**config.mk**
```make
export PLATFORM = sky130hd
export DESIGN_NAME = mem_stage
export DESIGN_NICKNAME = d
export VERILOG_FILES = /design/src/rtl/mem_stage_pkg.sv /design/src/rtl/mem_stage_ld_align.sv /design/src/rtl/mem_stage.sv
export SDC_FILE = /design/constraint.sdc
export NUM_CORES = 1
export LEC_CHECK = 0
export BUFFER_PORTS_ARGS = -buffer_cell sky130_fd_sc_hd__buf_2
export CAP_MARGIN = 20
export CORE_MARGIN = 1
export CORE_UTILIZATION = 30
export CTS_BUF_LIST = sky130_fd_sc_hd__clkbuf_4
export DETAILED_ROUTE_END_ITERATION = 10
export HOLD_SLACK_MARGIN = 0.1
export REMOVE_ABC_BUFFERS = 1
export SLEW_MARGIN = 20
export SYNTH_ARGS = -nofsm -noshare
export SYNTH_HDL_FRONTEND = slang
export SYNTH_SLANG_ARGS = --single-unit
export TNS_END_PERCENT = 1
```
**constraint.sdc**
```tcl
create_clock -name clk -period 4.5 [get_ports clk]
set_input_delay 0.225 -clock clk [delete_from_list [all_inputs] [get_ports clk]]
set_output_delay 0.225 -clock clk [all_outputs]
set_load 0.01 [all_outputs]
```
**src/rtl/mem_stage_pkg.sv**
```systemverilog
// Shared MEM-stage widths and load-type encodings for the pipeline slice.
// Sub-word load extraction is compiled in only when MS_LOAD_EXT_EN is defined.
package mem_stage_pkg;
  localparam int ES_TO_MS_BUS_WD = 74;
  localparam int MS_TO_WS_BUS_WD = 70;
  localparam int MS_TO_DS_FWD_WD = 38;
  localparam int DATA_W          = 32;

  typedef enum logic [2:0] {
    LD_W  = 3'b000,
    LD_B  = 3'b001,
    LD_H  = 3'b010,
    LD_BU = 3'b011,
    LD_HU = 3'b100
  } ld_type_e;
endpackage

```
**src/rtl/mem_stage_ld_align.sv**
```systemverilog
// Byte/halfword select and sign/zero extension of the SRAM load word.
// Sub-word paths exist only under MS_LOAD_EXT_EN; otherwise every load is a full word.
module mem_ld_align
  import mem_stage_pkg::*;
#(
  parameter int DATA_W = 32
) (
  input  logic [DATA_W-1:0] rdata,
  input  logic [1:0]        addr,
  input  logic [2:0]        ld_type,
  output logic [DATA_W-1:0] value
);

`ifdef MS_LOAD_EXT_EN
  function automatic logic signed [DATA_W-1:0] sext8(input logic signed [7:0] v);
    return v;
  endfunction

  function automatic logic signed [DATA_W-1:0] sext16(input logic signed [15:0] v);
    return v;
  endfunction

  logic [7:0]  ld_byte;
  logic [15:0] ld_half;

  always_comb begin
    ld_byte = rdata[8*addr +: 8];
    ld_half = addr[1] ? rdata[31:16] : rdata[15:0];
    case (ld_type)
      LD_B:    value = sext8(ld_byte);
      LD_BU:   value = {{(DATA_W-8){1'b0}}, ld_byte};
      LD_H:    value = sext16(ld_half);
      LD_HU:   value = {{(DATA_W-16){1'b0}}, ld_half};
      default: value = rdata;
    endcase
  end
`else
  logic unused_sel;
  assign unused_sel = ^{addr, ld_type};
  assign value      = rdata;
`endif

endmodule

```
**src/rtl/mem_stage.sv**
```systemverilog
// MEM pipeline stage: latches execute's bus, holds SRAM read data across
// writeback stalls, aligns loads and drives writeback and forwarding buses.
module mem_stage
  import mem_stage_pkg::*;
(
  input  logic                       clk,
  input  logic                       reset,
  input  logic                       ws_allowin,
  output logic                       ms_allowin,
  input  logic                       es_to_ms_valid,
  input  logic [ES_TO_MS_BUS_WD-1:0] es_to_ms_bus,
  output logic                       ms_to_ws_valid,
  output logic [MS_TO_WS_BUS_WD-1:0] ms_to_ws_bus,
  output logic [MS_TO_DS_FWD_WD-1:0] ms_to_ds_fwd_bus,
  input  logic [DATA_W-1:0]          data_sram_rdata
);

  logic                       ms_valid;
  logic                       ms_ready_go;
  logic [ES_TO_MS_BUS_WD-1:0] ms_bus_r;
  logic                       buf_valid;
  logic [DATA_W-1:0]          rdata_buf;

  logic [2:0]        ms_ld_type;
  logic              ms_res_from_mem;
  logic              ms_gr_we;
  logic [4:0]        ms_dest;
  logic [DATA_W-1:0] ms_alu_result;
  logic [DATA_W-1:0] ms_pc;
  logic [DATA_W-1:0] ld_word;
  logic [DATA_W-1:0] ld_value;
  logic [DATA_W-1:0] final_result;
  logic              buf_capture;
  logic              ms_leave;

  assign ms_ready_go    = 1'b1;
  assign ms_allowin     = !ms_valid || (ms_ready_go && ws_allowin);
  assign ms_to_ws_valid = ms_valid && ms_ready_go;

  assign ms_leave    = ms_to_ws_valid && ws_allowin;
  assign buf_capture = ms_valid && !ws_allowin && !buf_valid;

  // Stage boundary: execute -> mem (control)
  always_ff @(posedge clk) begin
    if (reset) begin
      ms_valid  <= 1'b0;
      buf_valid <= 1'b0;
    end else begin
      if (ms_allowin) ms_valid <= es_to_ms_valid;
      if (ms_leave)         buf_valid <= 1'b0;
      else if (buf_capture) buf_valid <= 1'b1;
    end
  end

  // Data registers are don't-care while their valid flag is low
  always_ff @(posedge clk) begin
    if (es_to_ms_valid && ms_allowin) ms_bus_r <= es_to_ms_bus;
    if (buf_capture) rdata_buf <= data_sram_rdata;
  end

  assign {ms_ld_type, ms_res_from_mem, ms_gr_we, ms_dest, ms_alu_result, ms_pc} = ms_bus_r;

  assign ld_word = buf_valid ? rdata_buf : data_sram_rdata;

  mem_ld_align #(.DATA_W(DATA_W)) u_ld_align (
    .rdata   (ld_word),
    .addr    (ms_alu_result[1:0]),
    .ld_type (ms_ld_type),
    .value   (ld_value)
  );

  assign final_result     = ms_res_from_mem ? ld_value : ms_alu_result;
  assign ms_to_ws_bus     = {ms_gr_we, ms_dest, final_result, ms_pc};
  assign ms_to_ds_fwd_bus = {ms_valid && ms_gr_we && (ms_dest != 5'd0), ms_dest, final_result};

endmodule

```
**Word level (Yosys, flattened, before mapping)**

Index checks and enable logic that the tools add are counted.

- Flip-flop bits (word level): 105
- Bits in latches: 0
- RAM bits: 0
- Memory bits (read-only): 0
- Input bits: 110
- Memories kept: 0

- Add/sub/neg operators: 0
- Multipliers: 0
- Divide/modulo/power cells: 0
- $lt $le $gt $ge: 0
- Eq/ne operators: 0
- Shifts and indexed selects: 0
- Multiplexer cells: 2
- Bitwise gates (word level): 0
- Reduce and logical (&&, ||, !) cells: 12

Operator list:

| operator | number |
|---|---|
| two-way mux 32 bit | 2 |
| logical AND 1 bit | 6 |
| nonzero test 5 bit | 1 |
| zero test 1 bit | 3 |
| OR reduction 2 bit | 1 |
| logical OR 1 bit | 1 |

**Logic depth before layout (Yosys ltp)**

- Depth in word-level cells: 3
- Depth in mapped cells: 5
- Gate-level depth less buffers: 2

**Cells and area by module**

Synthesis repeated with hierarchy kept, for this count alone.

- Cells, all modules: 296
- Area total of the unflattened synthesis: 4889.7 µm²

By module, submodules not included:

| module | times used | cells an instance | area an instance (µm²) | sequential area each (µm²) |
|---|---|---|---|---|
| mem_stage | 1 | 264 | 4649.5 | 3223.1 |
| mem_ld_align | 1 | 32 | 240.2 | 0.0 |

**Worst setup path after synthesis**

Ideal clock, no wire load.

- Path type: register to register
- Start: register ms_valid (netlist: ms_to_ws_valid)
- End: register ms_bus_r[0] (enable)
- Arrival time: 2.245 ns
- Path slack: 1.818 ns
- Cell stages (with the launch flop): 3
- Clock period less this slack: 2.682 ns
- Cell sequence: dfxtp_1 > nand2b_1 > and2_1

- Longest elaborated chain between the ends: 3

RTL lines:

| item | RTL line | RTL |
|---|---|---|
| start, declared | mem_stage.sv:18 | `logic ms_valid;` |
| start signal, assigned | mem_stage.sv:49 | `if (ms_allowin) ms_valid <= es_to_ms_valid;` |
| zero test 1 bit | mem_stage.sv:37 | `assign ms_allowin = !ms_valid \|\| (ms_ready_go && ws_allowin);` |
| logical OR 1 bit | mem_stage.sv:37 |  |
| named net ms_allowin | mem_stage.sv:9 | `output logic ms_allowin,` |
| logical AND 1 bit | mem_stage.sv:57 | `if (es_to_ms_valid && ms_allowin) ms_bus_r <= es_to_ms_bus;` |
| end signal, assigned | mem_stage.sv:57 |  |
| end, declared | mem_stage.sv:20 | `logic [ES_TO_MS_BUS_WD-1:0] ms_bus_r;` |

The timed path passes the listed nets, and every way through them passes these cells.
A chain may end at the register's enable or synchronous reset.

**Worst setup path in the final report**

- Start: register buf_valid
- End: output port ms_to_ws_bus[54]

- Longest elaborated chain between the ends: 2

RTL lines:

| item | RTL line | RTL |
|---|---|---|
| start, declared | mem_stage.sv:21 | `logic buf_valid;` |
| start signal, assigned | mem_stage.sv:47 | `buf_valid <= 1'b0;` |
| start signal, assigned | mem_stage.sv:50 | `if (ms_leave) buf_valid <= 1'b0;` |
| start signal, assigned | mem_stage.sv:51 | `else if (buf_capture) buf_valid <= 1'b1;` |
| two-way mux 32 bit | mem_stage.sv:63 | `assign ld_word = buf_valid ? rdata_buf : data_sram_rdata;` |
| two-way mux 32 bit | mem_stage.sv:72 | `assign final_result = ms_res_from_mem ? ld_value : ms_alu_result;` |
| end, declared | mem_stage.sv:13 | `output logic [MS_TO_WS_BUS_WD-1:0] ms_to_ws_bus,` |

No other way between the ends.

==> impl.org <==
** Outcome
- Run status :: finished clean

** Clock network
- Clk buf depth :: 2
- Root Driver :: clkbuf_4
- Clock latency on the worst-skew pair :: 0.45 ns
- CTS Buf Count :: 9
- After clock tree synthesis, the repair step resized 0 gates.
- TritonCTS clock tree :: built
- TritonCTS Sinks :: 105
- Clock-pin slew on the worst setup and hold paths :: 0.15 ns
- The clock tree synthesis step divided the H-tree into 3 levels.

** Cells and area
- In the final layout, the share of cells above drive strength 1 is 0.432.
- Fraction of the core area covered by cells at the end of the flow :: 0.438
- Finished Cell Area :: 6340 µm²
- Fill cells in the final layout number 1,314.
- Total area of sequential cells :: 3140 µm²
- The library cells used most frequently in the layout, excluding fill and tap cells, are buf_2 (216), dlygate4sd3_1 (105), edfxtp_1 (103), a21oi_1 (34).
- Final Net Count :: 654
- The library cell used most frequently in the layout, excluding fill and tap cells, is buf_2.
- From synthesis to final layout, the design area changed by 43.4%.
- Multi-input gate area :: 659 µm²
- Non-filler cells, final :: 734

** Drt
- Number of search-and-repair iterations in the first detailed-routing pass :: 4
- Detail-routed via count per cell :: 4.13
- Drt initial violations :: 109
- Routed length per placed instance :: 13.7 µm
- Top Layer Used :: met4
- After detailed routing, the number of remaining DRC violations is 0.
- Total length of routed met3 wires :: 640 µm
- Antenna Nets Post-Route :: 0
- Vias after detailed routing :: 3,029
- For this block, the routed nets add up to 10,000 µm of wire.
- Wl on met1 :: 4100 µm
- Wire segments on met2 add up to 5100 µm in the final route.

** Critical path
- Worst setup slack for register-to-register paths :: 2.68 ns
- CP max FO :: 34
- The number of cells on the worst reg-to-reg path is 2.
- Startpoint-to-endpoint class of the critical path :: register to output pin
- For the worst setup path, the data required time is 4.28 ns.
- Sort of element at the end of the critical path :: output pin
- Launch instance of the worst register-to-register path :: ms_to_ws_valid
- The worst setup path is launched from a register.
- At the worst endpoint, the arrival time is 1.94 ns.
- The worst register-to-register path ends at ms_bus_r[38].

** Synthesis
- For this run, asynchronously set or reset flops after synthesis account for 0.
- Synthesis produced a netlist whose cell count is 296.
- The synthesized design contains 105 register bits.
- Area contributors post-synth :: edfxtp_1 (70%), buf_4 (13%), mux2i_1 (7.2%)
- Of the synthesized area, sequential elements account for 0.708.
- Averaged over all synthesized cells, the footprint is 14.9 µm².
- The biggest area contributor in the post-synthesis netlist is edfxtp_1.
- Number of warnings reported in the yosys synthesis log :: 0
- The share of synthesized area in the top cell type comes to 0.699.
- After synthesis, the netlist uses 15 different library cells.
- Number of enable-type register cells in the synthesized netlist :: 103
- The cell area that synthesis handed to floorplanning was 4420 µm².
- For this run, the leading register cell type out of synthesis is edfxtp_1.

** Power and ir drop
- Static power due to leakage :: 2.57 nW
- Total power :: 1.96 mW
- Maximum ir drop on the vdd rail :: 0.000162 V
- Total power density per cell area :: 310 nW/µm²

** Global routing
- Overall global routing resource usage :: 0.133
- The total overflow left after global routing is 0.
- The initial antenna violation count came to 1.
- The via count of the first global-routing pass was 3,000.
- Global-route wire length before repair :: 14,800 µm
- Largest net degree at the start of global routing :: 72

** Worst hold path
- The tightest min-delay check is of the primary input to register type.
- Endpoint, Worst Hold :: buf_valid
- The worst hold path was traced through 3 stages.
- In this run the most critical hold path is launched from ws_allowin.

** Placement
- Post-placement cell count :: 611
- After detailed placement, the total cell area comes to 5120 µm².
- Post-place setup slack :: 2.38 ns
- Routability-driven placement congestion ratio :: 0.724
- After legalization and detailed placement, the total HPWL measured 5980 µm.
- Number of port buffers :: 216

** Timing
- The number of max-slew violations in the final report was 0.
- Portion of the clock cycle consumed by the worst path in the final layout :: 0.480
- Measured against its own limit, the worst slew margin works out to 0.368.
- Setup repair after global routing left no endpoint under its margin.
- The tightest hold path in the finished design has a slack of 0.214 ns.
- Subtracting the final worst setup slack from the clock period gives 2.16 ns.
- Hold Fails Final Rpt :: 0
- Transition time at the pin with the least slew margin :: 0.948 ns
- Max Clock Freq :: 0.463 GHz
- Once routing completed, OpenROAD measured the worst setup slack at 2.34 ns.
- Worst-case clock skew :: 0.00854 ns
- Setup violations remaining at the end of the flow were counted as 0.
- Final TNS setup :: 0 ns

** Die
- Core box area :: 14,500 µm²
- I/O pin count :: 220
- The die is 123 µm wide.
- Die area :: 15,200 µm²
- The die is 123 µm tall.
- Number of rows created at floorplan :: 44
- For this configuration, the core starts out at a cell density of 0.305.

** Job
- Max-cap violations in this run came to 0.
==> logic make-up after synthesis <==
family | synth area share
AOI/OAI and AO/OA | 0.0407
buffers and inverters | 0.145
DFF | 0.708
muxes | 0.0724
and+or+nand+nor | 0.0337
==> worst max-delay path by stage <==
| stage | startpoint | end | slack (ns) |
|---|---|---|---|
| after floorplan | buf_valid | rdata_buf[0] | 1.69 |
| after global placement | buf_valid | rdata_buf[14] | 2.40 |
| after detailed placement | buf_valid | rdata_buf[15] | 2.38 |
| after CTS | buf_valid | ms_to_ws_bus[54] | 1.96 |
| after global routing | ms_bus_r[70] | ms_to_ws_bus[54] | 2.17 |
| final | buf_valid | ms_to_ws_bus[54] | 2.34 |
==> state kept, by name, indices dropped and copies added, names as in the netlist <==
name            flops
ms_to_ws_valid      1
ms_bus_r           71
rdata_buf          32
buf_valid           1
==> synth_stat cells, types with 2 or more instances <==
master / n
a21oi_1: 34
buf_2: 5
buf_4: 76
buf_6: 3
dfxtp_1: 2
edfxtp_1: 103
mux2i_1: 32
nand2b_1: 2
nor2_1: 33
==> layout make-up <==
| type | count | share of cell area |
|---|---|---|
| Clock buffer | 10 | 0.0118 |
| Antenna cell | 1 | 0.000395 |
| Tap cell | 184 | 0.0363 |
| Inverter | 1 | 0.000592 |
| Clock inverter | 6 | 0.0107 |
| Multi-Input combinational cell | 104 | 0.104 |
| Timing Repair Buffer | 323 | 0.342 |
| Sequential cell | 105 | 0.495 |
==> power by group <==
group	internal, mW	leakage (nW)	switching (mW)
sequential	1.13	0.998	0.0230
combinational	0.169	1.50	0.151
clock	0.178	0.0730	0.311
total	1.48	2.57	0.485
==> what timing repair did <==
action | CTS | global route
hold endpoints to repair | 105 | 0
hold buffers | 105 | 0
buffers inserted | 0 | 0
==> routing by layer <==
layer	vias up	global-route usage
met5	-	0
met4	0	0.0640
met3	15	0.0364
met2	140	0.230
met1	1387	0.150
li1	1487	-
==> worst max-delay path, cell delays in order, from the launching register on <==
cell	delay (ns)
dfxtp_4	0.80
mux2i_1	0.16
a21oi_1	0.30
buf_2	0.21
Note: power is estimated with default switching activity, not from simulation.
